**src/rtl/multi_fifo_pkg.sv**
```systemverilog
// Shared widths and round-robin grant selection for the multi-channel FIFO.
package multi_fifo_pkg;

  localparam int MAX_CH = 32;

  function automatic int cnt_w(input int depth);
    return $clog2(depth) + 1;
  endfunction

  function automatic int ch_w(input int num_ch);
    return (num_ch > 1) ? $clog2(num_ch) : 1;
  endfunction

  // First requester strictly after last, searching cyclically; returns last if none.
  function automatic int rr_next(input logic [MAX_CH-1:0] req, input int last, input int n);
    int idx;
    rr_next = last;
    for (int k = MAX_CH; k >= 1; k--) begin
      if (k <= n) begin
        idx = last + k;
        if (idx >= n) idx = idx - n;
        if (req[idx]) rr_next = idx;
      end
    end
  endfunction

endpackage

```
**src/rtl/multi_channel_fifo_channel.sv**
```systemverilog
// One channel: circular storage, pointers, occupancy count, status flags, sticky overflow.
module fifo_channel
  import multi_fifo_pkg::*;
#(
  parameter int DATA_WIDTH = 8,
  parameter int DEPTH      = 16,
  parameter int AFULL_LVL  = DEPTH - 2
) (
  input  logic                    clk,
  input  logic                    rst_n,
  input  logic                    wr_en,
  input  logic [DATA_WIDTH-1:0]   din,
  input  logic                    pop,
  input  logic                    ovf_clr,
  output logic [DATA_WIDTH-1:0]   rd_data,
  output logic                    full,
  output logic                    almost_full,
  output logic                    empty,
  output logic                    overflow,
  output logic [$clog2(DEPTH):0]  level
);

  localparam int AW    = $clog2(DEPTH);
  localparam int CNT_W = cnt_w(DEPTH);

  logic [DATA_WIDTH-1:0] mem [DEPTH];
  logic [AW-1:0]         wr_ptr;
  logic [AW-1:0]         rd_ptr;
  logic [CNT_W-1:0]      count;
  logic                  push;
  logic                  pop_ok;

  assign full        = (count == CNT_W'(DEPTH));
  assign almost_full = (int'(count) >= AFULL_LVL);
  assign empty       = (count == '0);
  assign level       = count;
  assign rd_data     = mem[rd_ptr];
  assign push        = wr_en && !full;
  assign pop_ok      = pop && !empty;

  // Storage carries no reset; only pointers and count define valid contents.
  always_ff @(posedge clk) begin
    if (push) mem[wr_ptr] <= din;
  end

  always_ff @(posedge clk or negedge rst_n) begin
    if (!rst_n) begin
      wr_ptr   <= '0;
      rd_ptr   <= '0;
      count    <= '0;
      overflow <= 1'b0;
    end else begin
      if (push)   wr_ptr <= wr_ptr + 1'b1;
      if (pop_ok) rd_ptr <= rd_ptr + 1'b1;
      case ({push, pop_ok})
        2'b10:   count <= count + 1'b1;
        2'b01:   count <= count - 1'b1;
        default: count <= count;
      endcase
      // A dropped write takes priority over a clear in the same cycle.
      if (wr_en && full)  overflow <= 1'b1;
      else if (ovf_clr)   overflow <= 1'b0;
    end
  end

endmodule

```
**src/rtl/multi_channel_fifo.sv**
```systemverilog
// N independent channel FIFOs drained by a round-robin arbiter into one registered valid/ready stream.
module multi_channel_fifo
  import multi_fifo_pkg::*;
#(
  parameter int DATA_WIDTH = 8,
  parameter int DEPTH      = 16,
  parameter int NUM_CH     = 4,
  parameter int AFULL_LVL  = DEPTH - 2
) (
  input  logic                                clk,
  input  logic                                rst_n,
  input  logic [NUM_CH-1:0]                   wr_en,
  input  logic [NUM_CH*DATA_WIDTH-1:0]        din,
  output logic [NUM_CH-1:0]                   full,
  output logic [NUM_CH-1:0]                   almost_full,
  output logic [NUM_CH-1:0]                   empty,
  output logic [NUM_CH*($clog2(DEPTH)+1)-1:0] level,
  output logic [NUM_CH-1:0]                   overflow,
  input  logic [NUM_CH-1:0]                   ovf_clr,
  output logic                                m_valid,
  input  logic                                m_ready,
  output logic [DATA_WIDTH-1:0]               m_data,
  output logic [ch_w(NUM_CH)-1:0]             m_ch
);

  localparam int CNT_W = cnt_w(DEPTH);
  localparam int CH_W  = ch_w(NUM_CH);

  logic [DATA_WIDTH-1:0] rd_data [NUM_CH];
  logic [NUM_CH-1:0]     pop;
  logic [MAX_CH-1:0]     req;
  logic [CH_W-1:0]       grant;
  logic [CH_W-1:0]       last_grant;
  logic                  load_ok;
  logic                  any_req;

  for (genvar i = 0; i < NUM_CH; i++) begin : g_ch
    fifo_channel #(
      .DATA_WIDTH (DATA_WIDTH),
      .DEPTH      (DEPTH),
      .AFULL_LVL  (AFULL_LVL)
    ) u_ch (
      .clk         (clk),
      .rst_n       (rst_n),
      .wr_en       (wr_en[i]),
      .din         (din[i*DATA_WIDTH +: DATA_WIDTH]),
      .pop         (pop[i]),
      .ovf_clr     (ovf_clr[i]),
      .rd_data     (rd_data[i]),
      .full        (full[i]),
      .almost_full (almost_full[i]),
      .empty       (empty[i]),
      .overflow    (overflow[i]),
      .level       (level[i*CNT_W +: CNT_W])
    );
  end

  // Arbitration uses the registered empty flags, so a word written this cycle is not yet eligible.
  always_comb begin
    req                = '0;
    req[NUM_CH-1:0]    = ~empty;
    any_req            = |(~empty);
    load_ok            = !m_valid || m_ready;
    grant              = CH_W'(rr_next(req, int'(last_grant), NUM_CH));
    pop                = '0;
    if (load_ok && any_req) pop[grant] = 1'b1;
  end

  always_ff @(posedge clk or negedge rst_n) begin
    if (!rst_n) begin
      m_valid    <= 1'b0;
      m_data     <= '0;
      m_ch       <= '0;
      last_grant <= CH_W'(NUM_CH - 1);
    end else if (load_ok) begin
      if (any_req) begin
        m_valid    <= 1'b1;
        m_data     <= rd_data[grant];
        m_ch       <= grant;
        last_grant <= grant;
      end else begin
        m_valid    <= 1'b0;
      end
    end
  end

endmodule

```
**config.mk**
```make
export PLATFORM = sky130hd
export DESIGN_NAME = multi_channel_fifo
export DESIGN_NICKNAME = d
export VERILOG_FILES = /design/src/rtl/multi_fifo_pkg.sv /design/src/rtl/multi_channel_fifo_channel.sv /design/src/rtl/multi_channel_fifo.sv
export SDC_FILE = /design/constraint.sdc
export NUM_CORES = 1
export LEC_CHECK = 0
export CAP_MARGIN = 20
export CORE_MARGIN = 2
export CORE_UTILIZATION = 37
export CTS_BUF_LIST = sky130_fd_sc_hd__clkbuf_4 sky130_fd_sc_hd__clkbuf_8
export DETAILED_ROUTE_END_ITERATION = 10
export GPL_TIMING_DRIVEN = 1
export REMOVE_ABC_BUFFERS = 1
export SKIP_CTS_REPAIR_TIMING = 1
export SLEW_MARGIN = 10
export SYNTH_ARGS = -nofsm -noshare
export SYNTH_HDL_FRONTEND = slang
export SYNTH_SLANG_ARGS = --single-unit
```
**constraint.sdc**
```tcl
create_clock -name clk -period 6.3 [get_ports clk]
set_input_delay 0.945 -clock clk [delete_from_list [all_inputs] [get_ports clk]]
set_output_delay 0.945 -clock clk [all_outputs]
set_load 0.005 [all_outputs]
```
== Word level (Yosys, flattened, before mapping) ==
Memories as Yosys holds them, arrays and structs flattened.
Index checks and enable logic that the tools add are counted.

* Memories: 4
* Memory bits (writable): 512
* Flip-flop bits (word level): 69

{| class="wikitable"
|+ Memory list
! name !! depth !! bits a word !! read ports !! clocked after memory_dff !! write ports !! line !! source
|-
| g_ch[0].u_ch.mem || 16 || 8 || 1 || 0 || 1 || multi_channel_fifo_channel.sv:26 || <nowiki>logic [DATA_WIDTH-1:0] mem [DEPTH];</nowiki>
|-
| g_ch[1].u_ch.mem || 16 || 8 || 1 || 0 || 1 || multi_channel_fifo_channel.sv:26 ||
|-
| g_ch[2].u_ch.mem || 16 || 8 || 1 || 0 || 1 || multi_channel_fifo_channel.sv:26 ||
|-
| g_ch[3].u_ch.mem || 16 || 8 || 1 || 0 || 1 || multi_channel_fifo_channel.sv:26 ||
|}

* Multiplexer cells: 47
* $lt $le $gt $ge: 15
* Add/sub/neg operators: 24
* Bitwise gates (word level): 2
* Reduce and logical (&&, ||, !) cells: 38
* Equality and inequality tests: 12

{| class="wikitable"
|+ Operators with widths
! operator !! number
|-
| $lt 32x7->1 const B || 4
|-
| $mux 32 || 4
|-
| $pmux 5 s2 || 4
|-
| $add 4x1->4 const B || 8
|-
| $mux 1 || 26
|-
| $add 5x1->5 const B || 4
|-
| $bmux 1 s5 || 4
|-
| $eq 5x5->1 const B || 4
|-
| $ge 5x4->1 const B || 4
|-
| $logic_not 5->1 || 4
|-
| $sub 5x1->5 const B || 4
|-
| $bmux 8 s2 || 1
|-
| $mux 8 || 2
|-
| $reduce_bool 2->1 || 8
|-
| $logic_and 1x1->1 || 14
|-
| $ge 3x3->1 const B || 4
|-
| $sub 3x3->4 const B || 3
|-
| $logic_not 1->1 || 9
|-
| $eq 2x1->1 const B || 4
|-
| $eq 2x2->1 const B || 4
|-
| $mux 2 || 4
|-
| $add 2x2->3 const B || 2
|-
| $sub 4x3->5 const B || 1
|-
| $add 2x3->4 const B || 1
|-
| other kinds (11) || 11
|}

== Depth between registers and ports, before layout ==
Gate-level depths: netlist of the first run.

* Depth after elaboration: 18
* Depth in mapped cells: 19
* Mapped depth without buffers: 18

== Hierarchy ==
A second synthesis of the first run with hierarchy kept.

* Cells, all modules: 1385
* Area total of the unflattened synthesis: 24156.9 um^2

{| class="wikitable"
|+ By module, submodules not included
! module !! cells an instance !! area each (um^2) !! times used !! seq. area each (um^2)
|-
| fifo_channel at g_ch[1].u_ch ... || 323 || 5783.0 || 3 || 4194.0
|-
| fifo_channel at g_ch[0].u_ch || 326 || 5836.8 || 1 || 4194.0
|-
| multi_channel_fifo || 90 || 970.9 || 1 || 327.8
|}

== Worst setup path before layout of the first run ==
OpenSTA, ideal clock, no wires.

* Path kind: register -> register
* Start: register last_grant[0]
* End: register g_ch[2].u_ch.count[4]
* Setup time: 0.127 ns
* Data arrival time: 3.528 ns
* Period minus slack after synthesis: 3.655 ns
* Data required time: 6.173 ns
* Buffers on the path: 1
* Cell stages (with the launch flop): 18
* Slack: 2.645 ns
* Cells stage by stage: dfstp_2 buf_6 inv_2 ha_1 a221oi_1 a31oi_2 a21oi_1 o21ba_4 xnor2_2 or3_4 inv_1 ha_1 fa_1 a21o_1 a21oi_1 xor2_1 nor2_1 xor2_1

* Cells in the longest elaborated chain, start to end: 18
* Elaborated cells between the ends (all ways): 43
* Those cells by class: add/sub (8); order compare (6); eq/ne (2); mux (24); reduce/logical (3)

{| class="wikitable"
|+ Ends and longest elaborated chain
! item !! line !! source
|-
| from (decl) || multi_channel_fifo.sv:33 || <nowiki>logic [CH_W-1:0] last_grant;</nowiki>
|-
| from (signal assigned) || multi_channel_fifo.sv:74 || <nowiki>last_grant <= CH_W'(NUM_CH - 1);</nowiki>
|-
| from (signal assigned) || multi_channel_fifo.sv:80 || <nowiki>last_grant <= grant;</nowiki>
|-
| $add 2x3->4 || multi_fifo_pkg.sv:20 || <nowiki>idx = last + k;</nowiki>
|-
| $sub 4x3->5 or $ge 4x3->1 (tied branches) || multi_fifo_pkg.sv:21 || <nowiki>if (idx >= n) idx = idx - n;</nowiki>
|-
| $mux 32 || multi_fifo_pkg.sv:21 ||
|-
| $bmux 1 s5 || multi_fifo_pkg.sv:22 || <nowiki>if (req[idx]) rr_next = idx;</nowiki>
|-
| $mux 1 (implied by the code) (2 in a row) || multi_fifo_pkg.sv:22 ||
|-
| $mux 2 (3 in a row) || multi_fifo_pkg.sv:22 ||
|-
| $mux 2 (*) || multi_fifo_pkg.sv:22 ||
|-
| $lt 2x3->1 (implied by the code) or $ge 2x1->1 (tied branches) || multi_channel_fifo.sv:66 || <nowiki>if (load_ok && any_req) pop[grant] = 1'b1;</nowiki>
|-
| $logic_and 1x1->1 (implied by the code) || multi_channel_fifo.sv:66 ||
|-
| $mux 1 (implied by the code) || multi_channel_fifo.sv:66 ||
|-
| $demux 1 s2 (*) || multi_channel_fifo.sv:66 ||
|-
| $mux 4 (*) || multi_channel_fifo.sv:66 ||
|-
| $logic_and 1x1->1 (*) || multi_channel_fifo_channel.sv:39 || <nowiki>assign pop_ok = pop && !empty;</nowiki>
|-
| net g_ch[2].u_ch.pop_ok || multi_channel_fifo_channel.sv:31 || <nowiki>logic pop_ok;</nowiki>
|-
| $eq 2x1->1 or $eq 2x2->1 (tied branches) || multi_channel_fifo_channel.sv:55 || <nowiki>case ({push, pop_ok})</nowiki>
|-
| $pmux 5 s2 or $reduce_bool 2->1 (tied branches) || n/a ||
|-
| to (signal assigned) || multi_channel_fifo_channel.sv:56 || <nowiki>2'b10: count <= count + 1'b1;</nowiki>
|-
| to (signal assigned) || multi_channel_fifo_channel.sv:57 || <nowiki>2'b01: count <= count - 1'b1;</nowiki>
|-
| to (signal assigned) || multi_channel_fifo_channel.sv:58 || <nowiki>default: count <= count;</nowiki>
|-
| to (decl) || multi_channel_fifo_channel.sv:29 || <nowiki>logic [CNT_W-1:0] count;</nowiki>
|}

Mark *: on every way through the listed nets, which the timed path passes. The rest lies on a longest branch. The select of a mux whose other input is x is not followed.
A chain may end at the register's enable or synchronous reset.

== Final worst setup path of the first run ==
* Start: register g_ch[3].u_ch.count[1]
* End: register g_ch[2].u_ch.count[4]

* Cells in the longest elaborated chain, start to end: 17
* Elaborated cells between the ends (all ways): 31
* Those cells by class: order compare (2); eq/ne (2); mux (20); bitwise (1); reduce/logical (6)

{| class="wikitable"
|+ Ends and longest elaborated chain
! item !! line !! source
|-
| from (decl) || multi_channel_fifo_channel.sv:29 ||
|-
| from (signal assigned) || multi_channel_fifo_channel.sv:56 ||
|-
| from (signal assigned) || multi_channel_fifo_channel.sv:57 ||
|-
| from (signal assigned) || multi_channel_fifo_channel.sv:58 ||
|-
| $logic_not 5->1 (*) || multi_channel_fifo_channel.sv:35 || <nowiki>assign empty = (count == '0);</nowiki>
|-
| $not 4->4 (*) || multi_channel_fifo.sv:61, multi_channel_fifo.sv:62 ||
|-
| $bmux 1 s5 || multi_fifo_pkg.sv:22 ||
|-
| $mux 1 (implied by the code) (2 in a row) || multi_fifo_pkg.sv:22 ||
|-
| $mux 2 (4 in a row) || multi_fifo_pkg.sv:22 ||
|-
| $lt 2x3->1 (implied by the code) or $ge 2x1->1 (tied branches) || multi_channel_fifo.sv:66 ||
|-
| $logic_and 1x1->1 (implied by the code) || multi_channel_fifo.sv:66 ||
|-
| $mux 1 (implied by the code) || multi_channel_fifo.sv:66 ||
|-
| $demux 1 s2 || multi_channel_fifo.sv:66 ||
|-
| $mux 4 (*) || multi_channel_fifo.sv:66 ||
|-
| $logic_and 1x1->1 (*) || multi_channel_fifo_channel.sv:39 ||
|-
| net g_ch[2].u_ch.pop_ok || multi_channel_fifo_channel.sv:31 ||
|-
| $eq 2x1->1 or $eq 2x2->1 (tied branches) || multi_channel_fifo_channel.sv:55 ||
|-
| $pmux 5 s2 or $reduce_bool 2->1 (tied branches) || n/a ||
|}

Marks and branches as above.

==> flow_metrics.env, run 1 <==
export IMPL_status="finished clean"
export IMPL_clock_latency_ns=0.69
export IMPL_synthTopCellsByArea="edfxtp_1 64%, dfrtp_1 6.9%, mux4_2 6.0%"
export IMPL_layout_nets=1674
export IMPL_critical_path_startpoint="g_ch[3].u_ch.level[1]"
export IMPL_globalplace_congestion=0.820
export IMPL_path_cells="nor4_1, nand3_1, o211ai_1, o211ai_1, o21ba_4, xnor2_2, or3_4, inv_1, ha_1, fa_1, a21o_1, a21oi_1, xor2_1, nor2_1, xor2_1"
export IMPL_max_freq_ghz=0.211
export IMPL_slew_violations=0
export IMPL_netlist_top_cells_count="512 x edfxtp_1, 120 x mux2i_1, 74 x nand2_1"
export IMPL_clock_path_buffers=3
export IMPL_ant_nets=0
export IMPL_required_ns=6.85
export IMPL_start_util=0.375
export IMPL_cts_tree="yes"
export IMPL_drc=0
export IMPL_die_x_um=260
export IMPL_drt_iter0_drc=1121
export IMPL_viasPerCell=5.19
export IMPL_ir_drop_v=0.000348
export IMPL_cts_sinks=581
export IMPL_ff2ff_setup_slack_ns=1.55
export IMPL_avgRoutedWirePerCell_um=21.7
export IMPL_dieHeight_um=260
export IMPL_setup_worst_path_start_class="flip-flop"
export IMPL_path_clk_slew_ns=0.06
export IMPL_post_route_period_util=0.753
export IMPL_netlist_area_leader_share=0.635
export IMPL_routed_wl_mm=54.6
export IMPL_p_total_mw=13.4
export IMPL_worstSetupPathType="reg -> reg"
export IMPL_synthArstFlopShare=0.119
export IMPL_r2r_start="g_ch[3].u_ch.level[1]"
export IMPL_slew_headroom=0.250
export IMPL_rows=93
export IMPL_grt_overflow_total=0
export IMPL_grt_pass1_vias=13294
export IMPL_vias=13083
export IMPL_synth_seq_cells=581
export IMPL_cts_root_buf="clkbuf_8"
export IMPL_critPathBufInv=1
export IMPL_core_sq_um=64600
export IMPL_worstPathArrival_ns=5.30
export IMPL_numPortBuffers=89
export IMPL_syn_inst=1462
export IMPL_hold_viol=0
export IMPL_power_density_nw_per_um2=481
export IMPL_synth_area_leader_cell="edfxtp_1"
export IMPL_rsz0062_at_grt="no"
export IMPL_cp_num_cells=15
export IMPL_htree_levels=3
export IMPL_rr_endpoint="g_ch[2].u_ch.level[4]"
export IMPL_fin_crit_ns=4.75
export IMPL_synth_warnings=0
export IMPL_fin_setup_tns_ns=0
export IMPL_drive_above_1_share=0.176
export IMPL_setup_viol=0
export IMPL_cts_made_buffers=97
export IMPL_tightest_slew_ns=1.11
export IMPL_areaGrowthSynthToFinish_pct=15.4
export IMPL_firstDrtPassIters=5
export IMPL_power_leakage_nw=9.74
export IMPL_yosysMostFrequentCell="edfxtp_1"
export IMPL_dieArea_sq_um=67500
export IMPL_antenna_found_initial=3
export IMPL_grt_pass1_wl_mm=82.2
export IMPL_synth_area_sq_um=24200
export IMPL_dpl_hpwl_mm=36.4
export IMPL_hold_path_class="in -> async"
export IMPL_reg2reg_depth=15
export IMPL_path_max_fanout=14
export IMPL_io_pins=90
export IMPL_skew_ns=0.0464
export IMPL_post_route_util=0.432
export IMPL_critPathTopFamily="simple AND/OR/NAND/NOR gates"
export IMPL_track_usage=0.162
export IMPL_synth_edf_count=512
export IMPL_drv_cap=0
export IMPL_grt_max_degree=65
export IMPL_ys_types=64
export IMPL_postSynthAreaPerCell_sq_um=16.6
export IMPL_crit_end="g_ch[2].u_ch.level[4]"
export IMPL_ys_flop_type="edfxtp_1"
export IMPL_crit_slowest_cell="nor4_1"
export IMPL_ys_seq_area_frac=0.707
export IMPL_critical_path_max_stage_delay_ns=0.97
export IMPL_critPathCaptureType="flip-flop"
## worst min-delay path by stage
stage | from | end | slack (ns) | cells past startpoint
finish | rst_n | g_ch[3].u_ch.wr_ptr[0] | 0.09 | 1
global route | rst_n | g_ch[3].u_ch.wr_ptr[3] | 0.04 | 1
CTS | rst_n | g_ch[3].u_ch.wr_ptr[3] | 0.03 | 1
detailed placement | m_ch[0] | m_ch[0] | 0.48 | 2
global placement | m_ch[0] | m_ch[0] | 0.47 | 2
floorplan | m_ch[1] | m_ch[1] | 0.47 | 2
## sequential cells by signal, indices dropped and copies added (netlist names)
signal and cells:
g_ch.u_ch.wr_ptr 16, m_ch 2, last_grant 2, m_valid 1, g_ch.u_ch.overflow 4, g_ch.u_ch.rd_ptr 16, m_data 8, g_ch.u_ch.level 20
g_ch.u_ch.mem 512
## where the power goes
group / internal [mW] / total [mW] / switching (mW)
Combinational: 2.02 / 4.79 / 2.77
Clock: 1.91 / 3.39 / 1.48
Sequential: 4.78 / 5.25 / 0.475
## cell usage in the layout, fill, tap and decap left out, types with 5 or more instances in the layout
| cell type | n |
|---|---|
| o211a_1 | 6 |
| nor4_1 | 5 |
| nand4_1 | 11 |
| nand2b_1 | 17 |
| a21o_1 | 7 |
| o221ai_1 | 56 |
| edfxtp_1 | 512 |
| xnor2_1 | 29 |
| xor2_1 | 16 |
| nor3_1 | 16 |
| buf_4 | 28 |
| and2_1 | 6 |
| clkbuf_4 | 37 |
| nor2_1 | 64 |
| mux4_2 | 64 |
| clkbuf_8 | 107 |
| clkinv_1 | 21 |
| dfrtp_1 | 63 |
| a21oi_1 | 56 |
| mux2_2 | 9 |
| mux2i_1 | 120 |
| or3_1 | 12 |
| ha_1 | 41 |
| clkdlybuf4s50_1 | 88 |
| inv_1 | 42 |
| clkinv_2 | 10 |
| nand2_1 | 74 |
| o21ai_0 | 26 |
| o22ai_1 | 32 |
| nand3_1 | 16 |
## worst reg2reg max path: cells and delay by family (launching register included)
family                     cells  cell delay, ns
and+or+nand+nor                4            1.52
AOI/OAI and AO/OA              5            1.02
xor gates and xnor gates       3            0.89
adders and majority gates      2            0.72
DFF                            1            0.43
buffers and inverters          1            0.05
## routing by layer
layer / global-route usage / vias up / wire (um) / share of wire
li1: - / 5990 / - / -
met5: 0 / - / 12 / 0.00022
met2: 0.256 / 410 / 25700 / 0.47
met1: 0.219 / 6607 / 23900 / 0.44
met3: 0.0455 / 74 / 4130 / 0.076
met4: 0.0466 / 2 / 948 / 0.017
## cell type report
class | instances | area [sq um]
Clock inverter | 34 | 249
Fill cell | 5692 | 36700
Timing Repair Buffer | 116 | 1090
Clock buffer | 144 | 1750
Multi-Input combinational cell | 743 | 6460
Tap cell | 855 | 1070
Sequential cell | 581 | 17100
Inverter | 47 | 176
Antenna cell | 1 | 2.50
## per-stage QoR
step / instance area (sq um) / std cells / worst slack (ns) / hold WS [ns]
final: 27900 / 2521 / 1.55 / 0.0889
after CTS: 27900 / 2520 / 1.59 / 0.0282
after floorplan: 23700 / 1371 / 1.77 / 0.471
after global placement: 25900 / 2341 / 1.85 / 0.472
after global routing: 27900 / 2521 / 1.30 / 0.0409
after detailed placement: 25900 / 2342 / 1.61 / 0.477
## cells by family (layout without fill, tap and decap cells)
| logic type | Yosys count | after routing | share of synthesized area |
|---|---|---|---|
| mux | 197 | 197 | 0.116 |
| other cells | 0 | 1 | 0 |
| buf+inv | 138 | 341 | 0.0261 |
| xor+xnor | 47 | 47 | 0.0176 |
| compound gates | 213 | 213 | 0.0606 |
| fa+ha+maj | 45 | 45 | 0.0245 |
| simple gates | 241 | 241 | 0.0488 |
| flops | 581 | 581 | 0.707 |
(Power assumes the default switching activity.)
==> inputs of run 2 (changes only) <==
==> constraint.sdc (replaced) <==
create_clock -name clk -period 4.05 [get_ports clk]
set_input_delay 0.6075 -clock clk [delete_from_list [all_inputs] [get_ports clk]]
set_output_delay 0.6075 -clock clk [all_outputs]
set_load 0.005 [all_outputs]
==> run 2 against run 1 <==
Non-clock buffer count rose by 26. Final area rose by 0.92%. Critical endpoint is now g_ch[3].u_ch.level[4]. Utilization rose by 0.40 points. Setup slack got worse by 1.3 ns. Via count rose by 1.6%. Sequential power rose by 57%. Clock skew fell by 0.011 ns. Clock power rose by 51%. Highest routed layer is now met4.
==> flow_metrics.env, run 2 (same netlist as run 1, synthesis figures left out) <==
export IMPL_p_sw_mw=7.55
export IMPL_drc=0
export IMPL_power_frac_clock=0.242
export IMPL_layout_common_cells="512 x edfxtp_1, 120 x mux2i_1, 107 x clkbuf_8"
export IMPL_vias=13287
export IMPL_core_sq_um=64600
export IMPL_globalplace_congestion=0.852
export IMPL_crit_slowest_cell="dfstp_2"
export IMPL_clock_latency_ns=0.70
export IMPL_drive_above_1_share=0.188
export IMPL_cts_sinks=581
export IMPL_place_area_sq_um=26100
export IMPL_pwr_share_seq=0.390
export IMPL_die_x_um=260
export IMPL_path_cells="inv_1, ha_2, inv_1, and3_1, nand3_1, a41oi_2, o21ai_1, or3_4, inv_1, ha_1, inv_1, fa_1, inv_1, a21o_1, a21oi_1, xnor2_1, nor2_1, xnor2_1"
export IMPL_fin_crit_ns=3.84
export IMPL_setup_slack_ns=0.211
export IMPL_power_frac_comb=0.369
export IMPL_drv_cap=0
export IMPL_start_util=0.375
export IMPL_dpl_hpwl_mm=37.6
export IMPL_post_place_ws_ns=0.145
export IMPL_clock_path_buffers=3
export IMPL_ant_nets=0
export IMPL_power_leakage_nw=9.84
export IMPL_dieArea_sq_um=67500
export IMPL_setup_worst_path_start_class="flip-flop"
export IMPL_rsz0062_at_grt="no"
export IMPL_placedCellCount=2365
export IMPL_slew_headroom=0.340
export IMPL_dieHeight_um=260
export IMPL_critical_path_max_stage_delay_ns=0.59
export IMPL_grt_overflow_total=0
export IMPL_worstSetupPathType="reg -> reg"
export IMPL_p_total_mw=21.2
export IMPL_power_density_nw_per_um2=752
export IMPL_hold_viol=0
export IMPL_track_usage=0.169
export IMPL_critPathMostFrequentCell="inv_1"
export IMPL_hold_path_class="in -> async"
export IMPL_status="finished clean"
export IMPL_numPortBuffers=89
export IMPL_viasPerCell=5.21
export IMPL_routed_wl_mm=56.5
export IMPL_stdcell_area_sq_um=28200
export IMPL_required_ns=4.60
export IMPL_cts_root_buf="clkbuf_8"
export IMPL_path_max_fanout=6
export IMPL_skew_ns=0.0353
export IMPL_path_clk_slew_ns=0.06
export IMPL_grt_pass1_vias=13706
export IMPL_areaGrowthSynthToFinish_pct=16.4
export IMPL_final_cells=2550
export IMPL_post_route_util=0.436
export IMPL_slew_violations=0
export IMPL_max_freq_ghz=0.260
export IMPL_htree_levels=3
export IMPL_grt_max_degree=48
export IMPL_io_pins=90
export IMPL_firstDrtPassIters=6
export IMPL_avgRoutedWirePerCell_um=22.1
export IMPL_final_common_cell="edfxtp_1"
export IMPL_ir_drop_v=0.000354
export IMPL_setup_viol=0
export IMPL_critPathCaptureType="flip-flop"
export IMPL_layout_nets=1699
export IMPL_largest_register_ff_count=512
export IMPL_r2r_start="last_grant[1]"
export IMPL_critical_path_startpoint="last_grant[1]"
export IMPL_cts_made_buffers=96
export IMPL_drt_iter0_drc=1121
export IMPL_rows=93
export IMPL_worstPathArrival_ns=4.39
export IMPL_swShare=0.356
export IMPL_post_route_period_util=0.948
export IMPL_grt_pass1_wl_mm=85.5
export IMPL_antenna_found_initial=2
export IMPL_regMostFlops="g_ch.u_ch.mem"
export IMPL_cts_tree="yes"
export IMPL_p_int_mw=13.6
export IMPL_tightest_slew_ns=0.986
==> run 2: cell types whose count changed in the layout (fill, tap and decap cells not counted), sizes merged <==
cell	before	now
buf	28	53
clkinv	32	36
clkinvlp	0	3
inv	46	43
bufinv	3	1
diode	1	3
clkbuf	144	143
dlygate4sd3	0	1
==> run 2: path summary, 6_finish.rpt <==
| path | slack [ns] | to | depth (start not counted) |
|---|---|---|---|
| hold / removal | 0.51 | g_ch[3].u_ch.wr_ptr[1] | 2 |
| setup / recovery | 0.21 | g_ch[3].u_ch.level[4] | 18 |
| max in group asynchronous | 2.71 | g_ch[3].u_ch.rd_ptr[3] | 3 |
| hold reg to reg | 0.52 | g_ch[0].u_ch.overflow | 1 |
| setup reg to reg | 0.21 | g_ch[3].u_ch.level[4] | 18 |
| min in group clk | 0.52 | g_ch[0].u_ch.overflow | 1 |
==> run 2: cell type report <==
type                       instances  area, sq um
antenna                            3         7.51
clock buffer                     143         1740
clock inverter                    36          205
fill                            5703        36400
inverter                          47          176
multi-input combinational        743         6530
sequential                       581        17100
tap                              855         1070
timing repair buffer             142         1330
==> run 2: critical path, delay by kind of cell (launching register included) <==
| kind | cells | cell delay [ns] |
|---|---|---|
| AO/OA/AOI/OAI | 4 | 0.59 |
| XOR/XNOR | 2 | 0.26 |
| adder cells (fa/ha/maj) | 3 | 0.95 |
| buffers and inverters | 5 | 0.50 |
| flip-flops | 1 | 0.59 |
| AND/OR/NAND/NOR | 4 | 0.83 |
==> run 2: metal layers <==
| metal | vias to the layer above | share of wire | track usage |
|---|---|---|---|
| met5 | - | 0 | 0 |
| met4 | 0 | 0.021 | 0.0544 |
| met3 | 84 | 0.063 | 0.0356 |
| li1 | 6026 | - | - |
| met1 | 6756 | 0.45 | 0.234 |
| met2 | 421 | 0.47 | 0.267 |
==> run 2: power by group through the flow <==
stage	logic, mW	registers (mW)	clock network [mW]
4_1_cts	7.76	8.24	5.25
3_5_place_dp	7.72	8.35	0
3_3_place_gp	7.63	8.32	0
2_1_floorplan	4.59	8.49	0
5_1_grt	8.52	8.36	5.50
6_report	7.81	8.25	5.13
==> run 2: metrics by stage <==
step	hold slack, ns	TNS [ns]
2_1_floorplan	0.312	-1.96
3_3_place_gp	0.493	0
3_5_place_dp	0.507	0
4_1_cts	-0.0610	0
5_1_grt	0.496	0
6_report	0.507	0
